<file path="src/rtl/axil_reg_slave.sv">
// AXI-Lite register slave: byte-strobed register bank behind
// single-entry AW/W buffers, with per-register write pulses.
module axil_reg_slave #(
   parameter int DATA_WIDTH = 32,
   parameter int ADDR_WIDTH = 32,
   parameter int NUM_REGS   = 16
) (
   input  logic                           clk,
   input  logic                           rst_n,
   input  logic [ADDR_WIDTH-1:0]          awaddr,
   input  logic                           awvalid,
   output logic                           awready,
   input  logic [DATA_WIDTH-1:0]          wdata,
   input  logic [DATA_WIDTH/8-1:0]        wstrb,
   input  logic                           wvalid,
   output logic                           wready,
   output logic                           bvalid,
   input  logic                           bready,
   input  logic [ADDR_WIDTH-1:0]          araddr,
   input  logic                           arvalid,
   output logic                           arready,
   output logic [DATA_WIDTH-1:0]          rdata,
   output logic                           rvalid,
   input  logic                           rready,
   output logic [NUM_REGS*DATA_WIDTH-1:0] reg_o,
   output logic [NUM_REGS-1:0]            wr_pulse_o
);

   localparam int STRB_W = DATA_WIDTH / 8;
   localparam int OFFS   = $clog2(STRB_W);
   localparam int IDX_W  = $clog2(NUM_REGS);
   localparam logic [ADDR_WIDTH-1:0] LIMIT = ADDR_WIDTH'(NUM_REGS);

   logic                  aw_full;
   logic [ADDR_WIDTH-1:0] aw_idx;
   logic                  w_full;
   logic [DATA_WIDTH-1:0] w_data;
   logic [STRB_W-1:0]     w_strb;
   logic                  rd_busy;
   logic                  rd_ok;
   logic [IDX_W-1:0]      rd_idx;
   logic [DATA_WIDTH-1:0] regs [NUM_REGS];
   logic                  commit;
   logic                  wr_ok;
   logic [IDX_W-1:0]      wr_idx;
   logic [ADDR_WIDTH-1:0] ar_idx;

   assign awready = ~aw_full;
   assign wready  = ~w_full;
   assign arready = ~rd_busy;

   // Full shifted address is range-checked so aliases above NUM_REGS miss.
   assign commit = aw_full & w_full & ~bvalid;
   assign wr_ok  = aw_idx < LIMIT;
   assign wr_idx = aw_idx[IDX_W-1:0];
   assign ar_idx = araddr >> OFFS;

   for (genvar g = 0; g < NUM_REGS; g++) begin : g_out
      assign reg_o[g*DATA_WIDTH +: DATA_WIDTH] = regs[g];
   end

   always_ff @(posedge clk or negedge rst_n) begin
      if (!rst_n) begin
         aw_full <= 1'b0;
         aw_idx  <= '0;
      end else if (awvalid && !aw_full) begin
         aw_full <= 1'b1;
         aw_idx  <= awaddr >> OFFS;
      end else if (commit) begin
         aw_full <= 1'b0;
      end
   end

   always_ff @(posedge clk or negedge rst_n) begin
      if (!rst_n) begin
         w_full <= 1'b0;
         w_data <= '0;
         w_strb <= '0;
      end else if (wvalid && !w_full) begin
         w_full <= 1'b1;
         w_data <= wdata;
         w_strb <= wstrb;
      end else if (commit) begin
         w_full <= 1'b0;
      end
   end

   always_ff @(posedge clk or negedge rst_n) begin
      if (!rst_n) begin
         bvalid     <= 1'b0;
         wr_pulse_o <= '0;
      end else begin
         wr_pulse_o <= '0;
         if (commit) begin
            bvalid <= 1'b1;
            if (wr_ok) wr_pulse_o[wr_idx] <= 1'b1;
         end else if (bready) begin
            bvalid <= 1'b0;
         end
      end
   end

   always_ff @(posedge clk or negedge rst_n) begin
      if (!rst_n) begin
         for (int i = 0; i < NUM_REGS; i++) regs[i] <= '0;
      end else if (commit && wr_ok) begin
         for (int k = 0; k < STRB_W; k++) begin
            if (w_strb[k]) regs[wr_idx][k*8 +: 8] <= w_data[k*8 +: 8];
         end
      end
   end

   // rdata samples regs before any same-edge commit lands.
   always_ff @(posedge clk or negedge rst_n) begin
      if (!rst_n) begin
         rd_busy <= 1'b0;
         rd_ok   <= 1'b0;
         rd_idx  <= '0;
         rvalid  <= 1'b0;
         rdata   <= '0;
      end else if (arvalid && !rd_busy) begin
         rd_busy <= 1'b1;
         rd_ok   <= ar_idx < LIMIT;
         rd_idx  <= ar_idx[IDX_W-1:0];
      end else if (rd_busy && !rvalid) begin
         rvalid <= 1'b1;
         rdata  <= rd_ok ? regs[rd_idx] : '0;
      end else if (rvalid && rready) begin
         rvalid  <= 1'b0;
         rd_busy <= 1'b0;
      end
   end

endmodule
</file>
<file path="config.mk">
export PLATFORM = sky130hd
export DESIGN_NAME = axil_reg_slave
export DESIGN_NICKNAME = d
export VERILOG_FILES = /design/src/rtl/axil_reg_slave.sv
export SDC_FILE = /design/constraint.sdc
export NUM_CORES = 1
export LEC_CHECK = 0
export BUFFER_PORTS_ARGS = -buffer_cell sky130_fd_sc_hd__buf_2
export CORE_AREA = 2 2 261 263
export CTS_CLUSTER_DIAMETER = 50
export DETAILED_ROUTE_END_ITERATION = 10
export DIE_AREA = 0 0 263 265
export GPL_ROUTABILITY_DRIVEN = 0
export PLACE_DENSITY = 0.63
export SETUP_SLACK_MARGIN = 0.15
export SLEW_MARGIN = 40
export SYNTH_ARGS = -nofsm -noshare
export SYNTH_HDL_FRONTEND = slang
export SYNTH_SLANG_ARGS = --single-unit
</file>
<file path="constraint.sdc">
create_clock -name clk -period 3.7 [get_ports clk]
set_clock_uncertainty 0.05 [all_clocks]
set_input_delay 0.74 -clock clk [delete_from_list [all_inputs] [get_ports clk]]
set_output_delay 0.74 -clock clk [all_outputs]
set_load 0.02 [all_outputs]
</file>
-- Yosys cells after proc, flatten, opt, wreduce, memory -nomap -nowiden
Cells that the tools add are included.
- bits in registers: 636
- input bits: 107
- output and inout port bits: 565
- word-level logic and storage cells: 101
- order comparisons: 7
- equality and inequality tests: 1
- muxes and demuxes: 36
- bitwise gates (word level): 9
- reductions and logical operators: 20
- operators by type and width (cell ; number):
    $mux 512 ; 7
    $bwmux 512 ; 4
    $demux 32 s4 ; 4
    $bmux 32 s4 ; 1
    $mux 32 ; 4
    $lt 30x5->1 const B ; 2
    $mux 16 ; 3
    $mux 24 ; 1
    $ge 5x5->1 const B ; 2
    $mux 1 ; 10
    $not 4->5 ; 2
    $reduce_bool 2->1 ; 5
    $logic_and 1x1->1 ; 8
    $mux 8 ; 1
    $reduce_and 2->1 ; 3
    $lt 4x5->1 const B ; 1
    $lt 5x1->1 const B ; 1
    $not 1->1 ; 5
    $demux 1 s4 ; 1
    $ge 4x1->1 const B ; 1
    $logic_not 1->1 ; 4
    $and 1x1->1 ; 2
    $ne 2x2->1 const B ; 1

-- Depth between registers and ports, before layout
- depth after elaboration: 16
- gate-level depth with buffers: 8
- depth with buffers taken out: 4

-- Least setup slack after synthesis
OpenSTA, ideal clock, no wires.
- path type: register to register
- from: register bvalid
- to: register regs (netlist bit reg_o[185])
- setup time: 125 ps
- arrival: 2428 ps
- required time: 3525 ps
- setup slack: 1097 ps
- cell stages (with the launch flop): 7
- buffers on the path: 2
- clock period less this slack: 2603 ps
- path through: dfrtp_1 nand3b_1 nand4b_1 buf_4 buf_2 nor4_4 mux2_4
- cells in the longest elaborated chain, start to end: 3
- ends and longest elaborated chain (what ; line ; source):
    start, declared ; 17 ; output logic bvalid,
    start signal, assigned ; 90 ; bvalid <= 1'b0;
    start signal, assigned ; 95 ; bvalid <= 1'b1;
    start signal, assigned ; 98 ; bvalid <= 1'b0;
    $not 1->1 ; 53 ; assign commit = aw_full & w_full & ~bvalid;
    $and 1x1->1 ; 53 ;
    $logic_and 1x1->1 ; 106 ; end else if (commit && wr_ok) begin
    end signal, assigned by index ; 108 ; if (w_strb[k]) regs[wr_idx][k*8 +: 8] <= w_data[k*8 +: 8];
    end, declared ; 42 ; logic [DATA_WIDTH-1:0] regs [NUM_REGS];
Every way passes these cells.
A chain may end at the register's enable or synchronous reset.

-- Worst setup path in the final report
- from: register aw_idx[16]
- to: register regs (netlist bit reg_o[70])
- cells in the longest elaborated chain, start to end: 2
- ends and longest elaborated chain (what ; line ; source):
    start, declared ; 35 ; logic [ADDR_WIDTH-1:0] aw_idx;
    start signal, assigned ; 68 ; aw_idx <= awaddr >> OFFS;
    $lt 30x5->1 ; 54 ; assign wr_ok = aw_idx < LIMIT;
    $logic_and 1x1->1 ; 106 ;
Every way passes these cells.

==> flow_summary.ini <==
[layout]
final_cells = 3521
seq_area_mm2 = 0.0159
layout_common_cells = 666 x buf_2, 633 x dfrtp_1, 487 x mux2_2
drive_gt1_frac = 0.625
layout_commonest_cell = buf_2
finalNetCount = 2687
fin_area_mm2 = 0.0370
area_delta_synth_final_pct = 26.7
multi_input_area_mm2 = 0.0128
nFillCells = 5522

[sta]
setup_viol_count_final = 0
maxSlewViolCount = 0
min_period_over_period = 0.794
timing.final.ws_setup_ns = 0.761
setup_tns_ns = 0
whs_ns = 0.0649
grt_setup_unrepaired = false
slew_headroom = 0.456
hold_viol_final = 0
period_needed_ns = 2.94
worst_pin_slew_ns = 0.810
max_freq_ghz = 0.340

[detailed_routing]
remaining_drc_errors = 0
via_per_inst = 5.73
wl_per_cell_um = 28.9
wirelength_mm = 102
drt_pre_antenna_iters = 7
drt-initial-drc-count = 1526
ant_nets = 0
num_vias = 20200

[clock_tree]
numCtsBuffers = 80
htree_levels = 3
tritoncts = done
cts.repair.resized = 0
clk_latency_ns = 0.62
clkTransAtPathRegs_ns = 0.05
clkSinkCount = 636
clockBufferDepth = 3
cts_root_buf = clkbuf_16
postCtsHoldBufs = 0
post_cts_buffers = 0

[synthesis]
syn_area_mm2 = 0.0292
synthCells = 1841
yosys.area_share.simple = 0.0648
async_flop_share = 1.00
ys_seq_elements = 636
synth_seq_area_share = 0.545
synth_top_family_by_area = multiplexers
synth_edf_count = 0
synth_top_flop_cell = dfrtp_1
synth_mux_area_frac = 0.343
synth_adder_area_share = 0
avgSynthCellArea_um2 = 15.9
syn-num-nets = 1948
synthXorXnorAreaFrac = 0
ys_types = 35
synth_compound_area_frac = 0.0287
ys_warn_count = 0

[global_routing]
grt_max_degree = 78
grt_pass1_wl_mm = 148
grt_usage = 0.290
grt-ovfl-total = 0
grt_pass1_vias = 21300
antenna_found_initial = 10

[die]
core.rowCount = 95
io_pins = 672
core_mm2 = 0.0668
die_x_um = 263
fp.dieH_um = 265
start_util = 0.437
dieArea_mm2 = 0.0697

[worst_setup_path]
worstSetupEndpointType = flip-flop
reg2reg_to = reg_o[70]
cp.required_ns = 4.14
cp.arrival_ns = 3.38
worstSetupStartpointType = flip-flop
critPathMaxFanout = 64
path_class = reg -> reg
reg2reg_depth = 5
r2r_slack_ns = 0.76
cp-endpoint = reg_o[70]
r2r_start = aw_idx[16]
worstSetupStartpoint = aw_idx[16]

[pwr]
static-leakage-power_nw = 19.5
power_density_mw_per_mm2 = 568
vdd_drop_max_uv = 356

[place]
dp_slack_ns = 0.754
dp_cells = 3370
postPlaceCellArea_mm2 = 0.0342
dp_hpwl_mm = 70.5
portBuffers = 667

[job]
drv_cap = 0

[hold_path]
hold_path.class = in -> async

[run_status]
status = finished clean
critical path: stages, from the launching register on:
cell,delay (ns)
dfrtp_1,0.38
or4_1,0.61
nand4bb_4,0.25
buf_12,0.32
nor4_4,0.76
mux2_2,0.41
report_power, final:
| part | switching (W) | internal (W) |
|---|---|---|
| logic | 0.00251 | 0.00165 |
| clock network | 0.00317 | 0.00498 |
| registers | 0.00137 | 0.00737 |
cell type report:
cell class              instances  area share
clock inverters                40      0.0148
diodes                          5    0.000338
flip-flops and latches        636       0.430
well taps                     873      0.0295
repair buffers                777       0.118
multi-input cells            1081       0.346
clock buffers                 105      0.0608
inverters                       4    0.000405
cell usage after synthesis, types with 2 or more instances:
library cell	instances	area (um^2)
dfrtp_1	636	15900
mux2_2	487	5480
mux2i_1	132	1320
mux2_4	96	1440
mux4_2	78	1760
nor4_4	64	1360
a22oi_1	57	428
buf_1	56	210
clkbuf_1	39	146
o21ai_0	34	170
nand2_1	30	113
a32oi_1	25	219
nor2_1	21	78.8
buf_2	16	80.1
nand3_1	9	45.0
nor4_1	9	56.3
nor2b_1	7	43.8
nand2b_1	6	37.5
nand4b_1	6	52.6
buf_4	5	37.5
nor3_1	5	25.0
inv_1	4	15.0
buf_8	3	45.0
mux2_1	2	22.5
o21a_1	2	15.0
or2_2	2	12.5
or4_1	2	15.0
sequential cells by signal (all words and copies together), names as in the netlist:
register and cells:
rd_busy 1, w_full 1, w_strb 4, bvalid 1
aw_idx 30, aw_full 1, rd_idx 4, w_data 32
wr_pulse_o 16, reg_o 512, rdata 32, rd_ok 1
rvalid 1
how the worst min path moves through the flow:
stage	startpoint	to	slack, ns	cells after the start
final	rst_n	reg_o[282]	0.06	1
after global routing	rst_n	rdata[26]	0.11	1
after CTS	rst_n	rdata[26]	0.11	1
after detailed placement	rdata[3]	rdata[3]	0.43	2
after global placement	rdata[9]	rdata[9]	0.43	2
after floorplan	rst_n	aw_full	0.39	0
per-stage QoR:
step	util	total power (W)
floorplan	-	0.0111
global route	0.554	0.0218
global placement	0.512	0.0128
detailed placement	0.512	0.0130
CTS	0.554	0.0212
finish	0.554	0.0210
kinds of logic after synthesis:
logic type | after synthesis
DFF | 636
and+or+nand+nor | 167
muxes | 795
buffers and inverters | 124
AOI/OAI and AO/OA | 119
layer usage:
metal,share of wire,GRT usage,routed length [um]
met4,0.043,0.125,4400
met5,0.00042,0,43
met2,0.49,0.474,49700
met3,0.073,0.0778,7460
met1,0.40,0.363,40300
Note: power is estimated with default switching activity, not from simulation.
